### src/rtl/imem_boot_loader_if.sv
// Host word stream into the boot loader: valid/ready handshake carrying one
// instruction word per transfer (transfer = s_valid & s_ready).
interface imem_boot_loader_if #(
  parameter int DATA_W = 32
);
  logic              s_valid;
  logic [DATA_W-1:0] s_data;
  logic              s_ready;

  modport master (output s_valid, output s_data, input s_ready);
  modport slave  (input s_valid, input s_data, output s_ready);
endinterface

### src/rtl/imem_boot_loader.sv
// Boot loader: streams host words into instruction memory from word 0,
// accumulates an additive checksum, and releases the core reset only when the
// checksum matches. Failures (bad length, stall timeout, bad sum) park in ERROR.
module imem_boot_loader #(
  parameter int ADDR_W  = 10,
  parameter int DATA_W  = 32,
  parameter int TIMEOUT = 1024
) (
  input  logic                clk,
  input  logic                rst,
  input  logic                start,
  input  logic [ADDR_W:0]     load_len,
  input  logic [DATA_W-1:0]   exp_sum,
  imem_boot_loader_if.slave   s,
  output logic                mem_we,
  output logic [31:0]         mem_addr,
  output logic [DATA_W-1:0]   mem_wd,
  output logic                cpu_rst_n,
  output logic                busy,
  output logic                done,
  output logic                err
);

  localparam int TW = $clog2(TIMEOUT) + 1;
  localparam logic [ADDR_W:0] DEPTH_L  = {1'b1, {ADDR_W{1'b0}}};
  localparam logic [TW-1:0]   TMO_LAST = TW'(TIMEOUT - 1);

  typedef enum logic [2:0] {
    ST_IDLE  = 3'd0,
    ST_LOAD  = 3'd1,
    ST_CHECK = 3'd2,
    ST_DONE  = 3'd3,
    ST_ERROR = 3'd4
  } state_t;

  state_t            state_q, state_d;
  logic [ADDR_W:0]   len_q, len_d;
  logic [ADDR_W:0]   idx_q, idx_d;
  logic [DATA_W-1:0] exp_q, exp_d;
  logic [DATA_W-1:0] sum_q, sum_d;
  logic [TW-1:0]     timer_q, timer_d;
  logic              mem_we_q, mem_we_d;
  logic [31:0]       mem_addr_q, mem_addr_d;
  logic [DATA_W-1:0] mem_wd_q, mem_wd_d;
  logic              cpu_rst_n_q, cpu_rst_n_d;
  logic              busy_q, busy_d;
  logic              done_q, done_d;
  logic              err_q, err_d;

  logic idle_like;
  logic len_ok;
  logic xfer;

  assign idle_like = (state_q == ST_IDLE) || (state_q == ST_DONE) || (state_q == ST_ERROR);
  assign len_ok    = (load_len != '0) && (load_len <= DEPTH_L);
  assign xfer      = (state_q == ST_LOAD) && s.s_valid;
  assign s.s_ready = (state_q == ST_LOAD);

  // State register
  always_ff @(posedge clk or negedge rst) begin
    if (!rst) state_q <= ST_IDLE;
    else      state_q <= state_d;
  end

  // Next-state: start only in idle-like states; LOAD leaves on last word or stall timeout
  always_comb begin
    state_d = state_q;
    case (state_q)
      ST_IDLE, ST_DONE, ST_ERROR: begin
        if (start) state_d = len_ok ? ST_LOAD : ST_ERROR;
      end
      ST_LOAD: begin
        if (xfer) begin
          if (idx_q == len_q - 1'b1) state_d = ST_CHECK;
        end else if (timer_q == TMO_LAST) begin
          state_d = ST_ERROR;
        end
      end
      ST_CHECK: state_d = (sum_q == exp_q) ? ST_DONE : ST_ERROR;
      default:  state_d = ST_IDLE;
    endcase
  end

  // Datapath and registered outputs; status flags follow the state being entered
  always_comb begin
    len_d      = len_q;
    exp_d      = exp_q;
    idx_d      = idx_q;
    sum_d      = sum_q;
    timer_d    = timer_q;
    mem_we_d   = 1'b0;
    mem_addr_d = mem_addr_q;
    mem_wd_d   = mem_wd_q;

    if (idle_like && start && len_ok) begin
      len_d   = load_len;
      exp_d   = exp_sum;
      idx_d   = '0;
      sum_d   = '0;
      timer_d = '0;
    end

    if (state_q == ST_LOAD) begin
      if (xfer) begin
        mem_we_d   = 1'b1;
        mem_addr_d = {{(30-ADDR_W){1'b0}}, idx_q[ADDR_W-1:0], 2'b00};
        mem_wd_d   = s.s_data;
        sum_d      = sum_q + s.s_data;
        idx_d      = idx_q + 1'b1;
        timer_d    = '0;
      end else begin
        timer_d    = timer_q + 1'b1;
      end
    end

    busy_d      = (state_d == ST_LOAD) || (state_d == ST_CHECK);
    done_d      = (state_d == ST_DONE);
    err_d       = (state_d == ST_ERROR);
    cpu_rst_n_d = (state_d == ST_DONE);
  end

  // Datapath/output registers; reset kills an in-flight write immediately
  always_ff @(posedge clk or negedge rst) begin
    if (!rst) begin
      len_q       <= '0;
      exp_q       <= '0;
      idx_q       <= '0;
      sum_q       <= '0;
      timer_q     <= '0;
      mem_we_q    <= 1'b0;
      mem_addr_q  <= '0;
      mem_wd_q    <= '0;
      cpu_rst_n_q <= 1'b0;
      busy_q      <= 1'b0;
      done_q      <= 1'b0;
      err_q       <= 1'b0;
    end else begin
      len_q       <= len_d;
      exp_q       <= exp_d;
      idx_q       <= idx_d;
      sum_q       <= sum_d;
      timer_q     <= timer_d;
      mem_we_q    <= mem_we_d;
      mem_addr_q  <= mem_addr_d;
      mem_wd_q    <= mem_wd_d;
      cpu_rst_n_q <= cpu_rst_n_d;
      busy_q      <= busy_d;
      done_q      <= done_d;
      err_q       <= err_d;
    end
  end

  assign mem_we    = mem_we_q;
  assign mem_addr  = mem_addr_q;
  assign mem_wd    = mem_wd_q;
  assign cpu_rst_n = cpu_rst_n_q;
  assign busy      = busy_q;
  assign done      = done_q;
  assign err       = err_q;

endmodule
### src/flat_wrapper.sv
// flat-port wrapper written by rule: the top's interface ports become plain ports
module imem_boot_loader_flat 
#(
  parameter int ADDR_W  = 10,
  parameter int DATA_W  = 32,
  parameter int TIMEOUT = 1024
)
  (clk, rst, start, load_len, exp_sum, mem_we, mem_addr, mem_wd, cpu_rst_n, busy, done, err, s_s_valid, s_s_data, s_s_ready);
  imem_boot_loader_if #(.DATA_W(DATA_W)) s_i ();
  input  logic clk;
  input  logic rst;
  input  logic start;
  input  logic [ADDR_W:0] load_len;
  input  logic [DATA_W-1:0] exp_sum;
  output logic mem_we;
  output logic [31:0] mem_addr;
  output logic [DATA_W-1:0] mem_wd;
  output logic cpu_rst_n;
  output logic busy;
  output logic done;
  output logic err;
  input wire logic [$bits(s_i.s_valid)-1:0] s_s_valid;
  input wire logic [$bits(s_i.s_data)-1:0] s_s_data;
  output wire logic [$bits(s_i.s_ready)-1:0] s_s_ready;
  assign s_i.s_valid = s_s_valid;
  assign s_i.s_data = s_s_data;
  assign s_s_ready = s_i.s_ready;
  imem_boot_loader #(.ADDR_W(ADDR_W), .DATA_W(DATA_W), .TIMEOUT(TIMEOUT)) u_core (.clk(clk), .rst(rst), .start(start), .load_len(load_len), .exp_sum(exp_sum), .s(s_i), .mem_we(mem_we), .mem_addr(mem_addr), .mem_wd(mem_wd), .cpu_rst_n(cpu_rst_n), .busy(busy), .done(done), .err(err));
endmodule
### config.mk
export PLATFORM = sky130hd
export DESIGN_NAME = imem_boot_loader_flat
export DESIGN_NICKNAME = d
export VERILOG_FILES = /design/src/rtl/imem_boot_loader_if.sv /design/src/rtl/imem_boot_loader.sv /design/src/flat_wrapper.sv
export SDC_FILE = /design/constraint.sdc
export NUM_CORES = 1
export LEC_CHECK = 0
export CORE_AREA = 2 2 135 137
export DETAILED_ROUTE_END_ITERATION = 16
export DIE_AREA = 0 0 137 139
export PLACE_DENSITY_LB_ADDON = 0.12
export SYNTH_ARGS = -nofsm -noshare
export SYNTH_HDL_FRONTEND = slang
export SYNTH_SLANG_ARGS = --single-unit
### constraint.sdc
create_clock -name clk -period 2.3 [get_ports clk]
set_input_delay 0.69 -clock clk [delete_from_list [all_inputs] [get_ports clk]]
set_output_delay 0.69 -clock clk [all_outputs]
set_load 0.01 [all_outputs]
==> results_dict.tcl <==
set metrics [dict create \
    fmax_ghz 0.393 \
    rows 49 \
    synth_top_area_share_pct 44.3 \
    whs_ns 0.188 \
    wl_per_cell_um 16.4 \
    drv_cap 0 \
    setup_viol 19 \
    dpl.hpwl_um 16000 \
    die_area_um2 19000 \
    hold_buffers 0 \
    setup_ws_ns -0.245 \
    nNetsFinal 1269 \
    power.switching_mw 5.20 \
    crit_type "input port to flop" \
    min_period_ns 2.55 \
    yosys.cell_types.count 65 \
    violations "setup timing" \
    route.detailed.drc 0 \
    status "finished with violations" \
    die_x_um 137 \
    floorplan.initialDensity_pct 46.7 \
    core_um2 17700 \
    r2r_start "u_core.sum_q[6]" \
    cts_buffers 17 \
    cts_max_level 4 \
    reg2regPathDepth 10 \
    avgSynthCellArea_um2 9.32 \
    synth.cell_area_um2 8250 \
    num_io_pins 149 \
    fin_util_pct 68.7 \
    swShare_pct 36.1 \
    yosysMostFrequentCell "nand2_1" \
    diodes 0 \
    dr.pass1.iters 5 \
    worstPathRequired_ns 2.65 \
    fin_cells 1396 \
    cts.root.buffer_cell "clkbuf_16" \
    grt_max_degree 53 \
    clk_latency_ns 0.42 \
    via_per_inst 5.20 \
    drive_gt1_share_pct 29.9 \
    finalHoldViolations 0 \
    grt_pass1_vias 6926 \
    antenna_found_initial 0 \
    totalWireLength_um 22900 \
    drtIter0Drc 484 \
    cp_max_fo 3 \
    dieHeight_um 139 \
    leakage_nw 5.52 \
    cts_buffer_depth 2 \
    clockPowerShare_pct 20.1 \
    preCtsSetupSlack_ns -1.05 \
    synth_common_cells "nand2_1, dfrtp_1, xnor2_1" \
    rsz0062_at_grt "yes" \
    placed_area_um2 10700 \
    io_buffers 126 \
    p_int_mw 9.19 \
    fin_crit_sh_pct 111 \
    final_cell_area_um2 12100 \
    grtUsageTotal_pct 23.8 \
    dp.cells 1337 \
    p_total_mw 14.4 \
    async_flop_share_pct 100 \
    cp.arrival_ns 2.89 \
    yosysSeqAreaShare_pct 44.3 \
    cts_sinks 146 \
    hp-class "input port to async pin" \
    rrSetupSlack_ns -0.22 \
    yosysTopAreaCell "dfrtp_1" \
    ys_seq_elements 146 \
    ant_nets 0 \
    globalplace.congestion 0.900 \
    irDropWorstVdd_mv 0.557 \
    synth_edf_count 0 \
    cts_tree "built" \
    fin_skew_ns 0.0112 \
    timing.rr.end "u_core.sum_q[31]" \
    finalSetupTns_ns -1.70 \
    synthesis.instances 886 \
    cp-start-kind "input port" \
    pwr_density_cell_nw_per_um2 1190 \
    vias 7265 \
    grt_first_pass_wirelength_um 35500 \
    ys_warn_count 0 \
    area.growth.synth_to_final_pct 46.9 \
    seqPwrFrac_pct 29.8 \
    path_clk_slew_ns 0.07 \
    slew_viol_final 0 \
    combPwrFrac_pct 50.1 \
    synth-main-ff-cell "dfrtp_1" \
    grt_remaining_overflow 0 \
    synth_area_leaders "dfrtp_1, nand2_1, xnor2_1" \
    worstSetupEndpointType "flop" \
]
==> registers in the layout (all words and copies together) (netlist names), 3 cells and up <==
signal           count
u_core.state_q       3
u_core.sum_q        32
u_core.mem_wd       32
u_core.idx_q        11
u_core.exp_q        32
u_core.timer_q      11
u_core.len_q        11
u_core.mem_addr     10
==> placed cells by master, fill, tap and decap left out, types with 9 or more instances in the layout <==
cell type,count
a21o_1,9
a21oi_1,27
a21oi_2,15
buf_4,141
buf_6,10
clkbuf_16,19
clkdlybuf4s50_1,91
conb_1,22
dfrtp_1,143
dlygate4sd2_1,25
ha_1,10
ha_4,21
inv_1,9
mux2_2,40
nand2_1,201
nand3_1,15
nand4_1,19
nor2_1,44
o21ai_0,30
o21ai_2,10
o22ai_1,20
xnor2_1,51
xor2_1,25
==> worst max-delay path by stage <==
stage                         start               end  slack, ns  depth (start not counted)
floorplan               s_s_data[6]  u_core.sum_q[31]      -0.43                         11
global placement        s_s_data[6]  u_core.sum_q[31]      -1.03                         11
detailed placement      s_s_data[9]  u_core.sum_q[31]      -1.05                         12
CTS                 u_core.sum_q[6]  u_core.sum_q[31]      -0.26                         10
global route        u_core.sum_q[6]  u_core.sum_q[31]      -0.34                         10
finish                 s_s_data[23]  u_core.sum_q[31]      -0.25                         11
==> area by class of cell <==
type	count	area [um2]
inverter	13	48.8
timing repair buffer	289	2640
clock buffer	20	457
multi-input combinational	688	4880
tap	229	287
clock inverter	11	153
sequential	146	3660
fill	1419	5530
==> power groups by stage <==
stage,Sequential (mW),Combinational (mW),Clock (mW)
after detailed placement,4.26,6.32,0
after floorplan,4.28,3.63,0
after global routing,4.40,7.85,3.05
after global placement,4.24,6.23,0
after CTS,4.27,6.81,2.93
final,4.29,7.20,2.90
==> logic make-up (layout without fill, tap and decap cells) <==
group / Yosys count / in the layout / synth area share, %
other cells: 1 / 22 / 0.0454
simple gates: 347 / 347 / 18.6
flops: 146 / 146 / 44.3
fa+ha+maj: 35 / 35 / 5.40
compound gates: 157 / 157 / 11.9
xor+xnor: 82 / 82 / 8.70
buf+inv: 73 / 333 / 5.05
mux: 45 / 45 / 6.08
==> worst max-delay path: stages <==
cell	delay, ns
dlygate4sd2_1	0.27
ha_4	0.25
a21o_1	0.16
o21a_1	0.20
a311oi_4	0.28
nand4_1	0.19
a31o_1	0.23
a21oi_2	0.14
xor2_1	0.09
or3_1	0.33
o21ai_2	0.06
==> per-layer routing <==
metal | GRT usage, % | share of wire (%)
met3 | 3.98 | 3.8
met4 | 7.05 | 1.7
met1 | 33.9 | 47
met5 | 0 | 0
met2 | 37.1 | 48
==> timing repair <==
item,in CTS,in global routing
setup endpoints to repair,90,42
setup buffers,16,12
gates resized for setup,113,43
gates cloned,1,2
pin swaps,68,60
No activity file was read; power rests on OpenSTA's default activity.
